[config.mk]
export PLATFORM = sky130hd
export DESIGN_NAME = disp_scan_ctrl
export DESIGN_NICKNAME = d
export VERILOG_FILES = /design/src/rtl/disp_pkg.sv /design/src/rtl/disp_prescaler.sv /design/src/rtl/disp_scan_ctrl.sv
export SDC_FILE = /design/constraint.sdc
export NUM_CORES = 1
export LEC_CHECK = 0
export CAP_MARGIN = 20
export CORE_AREA = 2 2 58 60
export DETAILED_ROUTE_END_ITERATION = 6
export DIE_AREA = 0 0 60 62
export MAX_ROUTING_LAYER = met4
export PLACE_DENSITY = 0.84
export SYNTH_ARGS = -nofsm -noshare
export SYNTH_HDL_FRONTEND = slang
export SYNTH_SLANG_ARGS = --single-unit
[constraint.sdc]
create_clock -name clk -period 2.7 [get_ports clk]
set_input_delay 0.54 -clock clk [delete_from_list [all_inputs] [get_ports clk]]
set_output_delay 0.54 -clock clk [all_outputs]
set_load 0.02 [all_outputs]
[src/rtl/disp_pkg.sv]
// disp_pkg: constants and helpers shared by the scan controller and the segment driver.
// Revision: 1.0
`default_nettype none

package disp_pkg;

  localparam int DIGIT_W    = 4;
  localparam int SCAN_W     = 2;
  localparam int NUM_DIGITS = 4;
  localparam logic [DIGIT_W-1:0] MAX_LEVEL = 4'd9;

  typedef logic [DIGIT_W-1:0] digit_t;
  typedef logic [SCAN_W-1:0]  scan_t;

  function automatic digit_t sat_level(input digit_t lvl);
    return (lvl > MAX_LEVEL) ? MAX_LEVEL : lvl;
  endfunction

endpackage

`default_nettype wire

[src/rtl/disp_prescaler.sv]
// disp_prescaler: free-running 0..DIV-1 slot counter with a wrap tick on the last count.
// Revision: 1.0
`default_nettype none

module disp_prescaler #(
  parameter int DIV   = 50000,
  parameter int CNT_W = $clog2(DIV)
) (
  input  logic             clk,
  input  logic             rst,
  output logic [CNT_W-1:0] cnt_o,
  output logic [CNT_W-1:0] cnt_next_o,
  output logic             wrap_o
);

  localparam logic [CNT_W-1:0] CNT_MAX = CNT_W'(DIV - 1);

  logic [CNT_W-1:0] cnt_q;
  logic [CNT_W-1:0] cnt_d;

  assign wrap_o     = (cnt_q == CNT_MAX);
  assign cnt_d      = wrap_o ? '0 : cnt_q + CNT_W'(1);
  assign cnt_o      = cnt_q;
  assign cnt_next_o = cnt_d;

  always_ff @(posedge clk or posedge rst) begin
    if (rst) begin
      cnt_q <= '0;
    end else begin
      cnt_q <= cnt_d;
    end
  end

endmodule

`default_nettype wire

[src/rtl/disp_scan_ctrl.sv]
// disp_scan_ctrl: 4-digit scan initiator; levels are captured via valid/ready and applied only at frame boundaries.
// Revision: 1.0
`default_nettype none

module disp_scan_ctrl
  import disp_pkg::*;
#(
  parameter int DIV   = 50000,
  parameter int BLANK = 500
) (
  input  logic               clk,
  input  logic               rst,
  input  logic [DIGIT_W-1:0] level,
  input  logic               level_valid,
  output logic               level_ready,
  output logic [SCAN_W-1:0]  scan,
  output logic [DIGIT_W-1:0] digit,
  output logic               blank,
  output logic               frame_start
);

  localparam int          CNT_W     = $clog2(DIV);
  localparam logic [31:0] BLANK_U   = 32'(BLANK);
  localparam scan_t       LAST_SCAN = SCAN_W'(NUM_DIGITS - 1);

  logic [CNT_W-1:0] cnt;
  logic [CNT_W-1:0] cnt_next;
  logic             wrap;

  disp_prescaler #(
    .DIV   (DIV),
    .CNT_W (CNT_W)
  ) u_prescaler (
    .clk        (clk),
    .rst        (rst),
    .cnt_o      (cnt),
    .cnt_next_o (cnt_next),
    .wrap_o     (wrap)
  );

  scan_t  scan_q, scan_d;
  digit_t digit_q, digit_d;
  digit_t shadow_q, shadow_d;
  logic   pending_q, pending_d;
  logic   ready_q, ready_d;
  logic   blank_q, blank_d;
  logic   fs_q, fs_d;

  logic boundary;
  logic accept;

  assign boundary = wrap & (scan_q == LAST_SCAN);
  assign accept   = level_valid & ready_q;

  // Blank is computed from the count the slot counter is about to hold, so the
  // registered strobe lines up exactly with cnt < BLANK.
  assign blank_d = (32'(cnt_next) < BLANK_U);
  assign scan_d  = wrap ? scan_q + SCAN_W'(1) : scan_q;
  assign fs_d    = boundary;

  // Apply and accept are mutually exclusive: apply needs pending, accept needs ~pending.
  always_comb begin
    pending_d = pending_q;
    shadow_d  = shadow_q;
    digit_d   = digit_q;
    if (boundary && pending_q) begin
      digit_d   = shadow_q;
      pending_d = 1'b0;
    end else if (accept) begin
      shadow_d  = sat_level(level);
      pending_d = 1'b1;
    end
    ready_d = ~pending_d;
  end

  always_ff @(posedge clk or posedge rst) begin
    if (rst) begin
      scan_q    <= '0;
      digit_q   <= '0;
      shadow_q  <= '0;
      pending_q <= 1'b0;
      ready_q   <= 1'b1;
      blank_q   <= (BLANK > 0);
      fs_q      <= 1'b0;
    end else begin
      scan_q    <= scan_d;
      digit_q   <= digit_d;
      shadow_q  <= shadow_d;
      pending_q <= pending_d;
      ready_q   <= ready_d;
      blank_q   <= blank_d;
      fs_q      <= fs_d;
    end
  end

  assign level_ready = ready_q;
  assign scan        = scan_q;
  assign digit       = digit_q;
  assign blank       = blank_q;
  assign frame_start = fs_q;

endmodule

`default_nettype wire

==> flow_metrics.env <==
export IMPL_status="completed"
export IMPL_drive_above_1_share=0.133
export IMPL_synth_cell_type_count=42
export IMPL_clock_latency_ps=330
export IMPL_layout_nets=174
export IMPL_synth_ff_type="dfrtp_1"
export IMPL_fin_crit_sh=0.777
export IMPL_crit_path_max_fanout=10
export IMPL_hold_viol_final=0
export IMPL_clkSlewWorstSetupHoldPaths_ps=90
export IMPL_post_cts_setup_buffer_count=0
export IMPL_crit_path_end="digit[3]"
export IMPL_grt_pass1_vias=1177
export IMPL_synth_cells=148
export IMPL_ys_warn_count=0
export IMPL_ios=16
export IMPL_ff2ff_path_depth=5
export IMPL_relSlewSlack=0.703
export IMPL_design_area_sq_um=1840
export IMPL_path_common_cell="nand3_1"
export IMPL_antenna_found_initial=0
export IMPL_crit_path_max_incr_delay_ps=430
export IMPL_timing_rr_end="digit[3]"
export IMPL_root_buffer="clkbuf_4"
export IMPL_routed_wl_um=2980
export IMPL_power_density_nw_per_um2=465
export IMPL_crit_type="flop to flop"
export IMPL_insertedDiodeCount=0
export IMPL_r2r_start="u_prescaler.cnt_o[0]"
export IMPL_row_count=21
export IMPL_rrSetupSlack_ps=600
export IMPL_cts_hold_buf=0
export IMPL_drc=0
export IMPL_core_sq_um=3180
export IMPL_dieArea_sq_um=3720
export IMPL_cp_arrival_ps=2310
export IMPL_setup_viol=0
export IMPL_worstHoldPathType="flop to flop"
export IMPL_ir_worst_vdd_uv=230
export IMPL_cts_sinks=30
export IMPL_synth_edff_count=0
export IMPL_maxSlewViolCount=0
export IMPL_setup_tns_ps=0
export IMPL_path_delay_family="simple AND/OR/NAND/NOR gates"
export IMPL_wl_per_cell_um=14.0
export IMPL_crit_start="u_prescaler.cnt_o[0]"
export IMPL_dpl_hpwl_um=2170
export IMPL_rsz0062_at_grt="no"
export IMPL_syn_area_per_cell_sq_um=10.9
export IMPL_cts_resized=0
export IMPL_portBuffers=15
export IMPL_clockBufferDepth=2
export IMPL_initial_core_util=0.507
export IMPL_post_place_cells=204
export IMPL_die_x_um=60
export IMPL_crit_required_ps=2910
export IMPL_hold_ws_ps=495
export IMPL_grt_pass1_wl_um=5400
export IMPL_vias=1164
export IMPL_h_tree_depth=2
export IMPL_ant_nets=0
export IMPL_grt_overflow=0
export IMPL_synthToLayoutAreaGrowth_pct=14.1
export IMPL_power_leakage_nw=0.783
export IMPL_cts_tree="built"
export IMPL_crit_slowest_cell="dfrtp_1"
export IMPL_die_height_um=62
export IMPL_instances_no_fill=212
export IMPL_yosys_register_bits=30
export IMPL_yosysSeqAreaShare=0.467
export IMPL_grt_max_degree=31
export IMPL_path_cells="ha_1 -> nand3_1 -> and4b_1 -> nand3_1 -> mux2_1"
export IMPL_place_area_sq_um=1780
export IMPL_critPathBufInv=0
export IMPL_fin_util=0.579
export IMPL_drtIter0Drc=40
export IMPL_critPathCaptureType="flop"
export IMPL_cts_made_buffers=5
export IMPL_detail_route_first_pass_iterations=4
export IMPL_skew_ps=5.12
export IMPL_vias_per_cell=5.49
export IMPL_timing_fmax_mhz=476
export IMPL_min_period_ps=2100
export IMPL_worst_slew_pin_slew_ps=440
export IMPL_syn_cell_area_sq_um=1610
export IMPL_async_reset_ff_frac=1.00
export IMPL_crit_path_start_kind="flop"
export IMPL_grt_usage=0.206
export IMPL_cap_violations=0
export IMPL_cp_depth=5
export IMPL_finalWeightedCongestion=0.908
export IMPL_synth_nets=157
-- worst min-delay path by stage --
stage | slack [ps] | startpoint | endpoint | cells after the start
after floorplan | 450 | shadow_q[3] | digit[3] | 1
after global placement | 460 | shadow_q[3] | digit[3] | 1
after global routing | 520 | digit[1] | digit[1] | 1
after detailed placement | 480 | digit[1] | digit[1] | 1
after CTS | 500 | digit[1] | digit[1] | 1
final | 500 | digit[1] | digit[1] | 1
-- cells in the final DEF (no fill, tap or decap), drive strengths merged, types with 2 or more instances in the layout --
| cell type | Yosys | routed |
|---|---|---|
| a21oi | 3 | 3 |
| a31oi | 3 | 3 |
| and3 | 4 | 4 |
| and4b | 2 | 2 |
| and4bb | 2 | 2 |
| buf | 7 | 2 |
| clkbuf | 0 | 7 |
| clkdlybuf4s50 | 0 | 15 |
| dfrtp | 28 | 28 |
| dfstp | 2 | 2 |
| ha | 2 | 2 |
| inv | 10 | 10 |
| mux2 | 7 | 7 |
| nand2 | 6 | 6 |
| nand3 | 10 | 10 |
| nand3b | 2 | 2 |
| nand4 | 2 | 2 |
| nor2 | 14 | 14 |
| nor2b | 2 | 2 |
| nor3 | 6 | 6 |
| nor4 | 2 | 2 |
| o21ai | 4 | 4 |
| o311ai | 2 | 2 |
| or4 | 2 | 2 |
| xnor2 | 9 | 9 |
| xor2 | 8 | 8 |
-- flip-flops by register name, summed over array words and instances, names as in the netlist --
register	count
pending_q	1
shadow_q	4
level_ready	1
scan	2
frame_start	1
blank	1
u_prescaler.cnt_o	16
digit	4
-- per-stage QoR --
stage          total power, mW  setup slack, ps
3_5_place_dp             0.590              610
6_report                 0.856              601
3_3_place_gp             0.582              698
2_1_floorplan            0.554              814
4_1_cts                  0.869              593
5_1_grt                  0.906              417
-- synth_stat cells, types with 2 or more instances --
library cell	count	area share
dfrtp_1	28	0.43
nor2_1	14	0.033
inv_1	10	0.023
nand3_1	10	0.031
xnor2_1	9	0.049
xor2_1	8	0.043
mux2_1	6	0.042
nand2_1	6	0.014
nor3_1	5	0.016
o21ai_0	4	0.012
a21oi_1	3	0.0093
and3_1	3	0.012
buf_4	3	0.014
a31oi_1	2	0.0078
and4b_1	2	0.012
and4bb_1	2	0.016
buf_2	2	0.0062
buf_6	2	0.014
dfstp_2	2	0.033
ha_1	2	0.016
nand3b_1	2	0.0093
nor2b_1	2	0.0078
o311ai_0	2	0.011
-- power by group --
part	internal [mW]	leakage [nW]	switching [mW]
Sequential	0.486	0.385	0.0215
Clock	0.126	0.0353	0.151
Combinational	0.0338	0.363	0.0384
Total	0.645	0.783	0.211
-- final cells by class --
type,count,area (sq um)
timing repair buffer,17,165
tap,46,57.6
fill,267,1340
clock inverter,1,5.00
multi-input combinational,101,767
inverter,10,37.5
sequential,30,753
clock buffer,7,55.1
-- layer usage --
| layer | wire length (um) | track usage | up-vias |
|---|---|---|---|
| met5 | 0 | - | - |
| met4 | 86 | 0.0889 | 0 |
| met3 | 132 | 0.0621 | 9 |
| met2 | 1500 | 0.352 | 32 |
| met1 | 1260 | 0.221 | 563 |
| li1 | - | - | 560 |
-- cell families after synthesis --
logic type	share of synthesized area
XOR/XNOR	0.0923
multiplexers	0.0489
adder cells (fa/ha/maj)	0.0155
AND/OR/NAND/NOR	0.227
buffers and inverters	0.0574
AO/OA/AOI/OAI	0.0915
flip-flops	0.467
No activity file was read; power rests on OpenSTA's default activity.
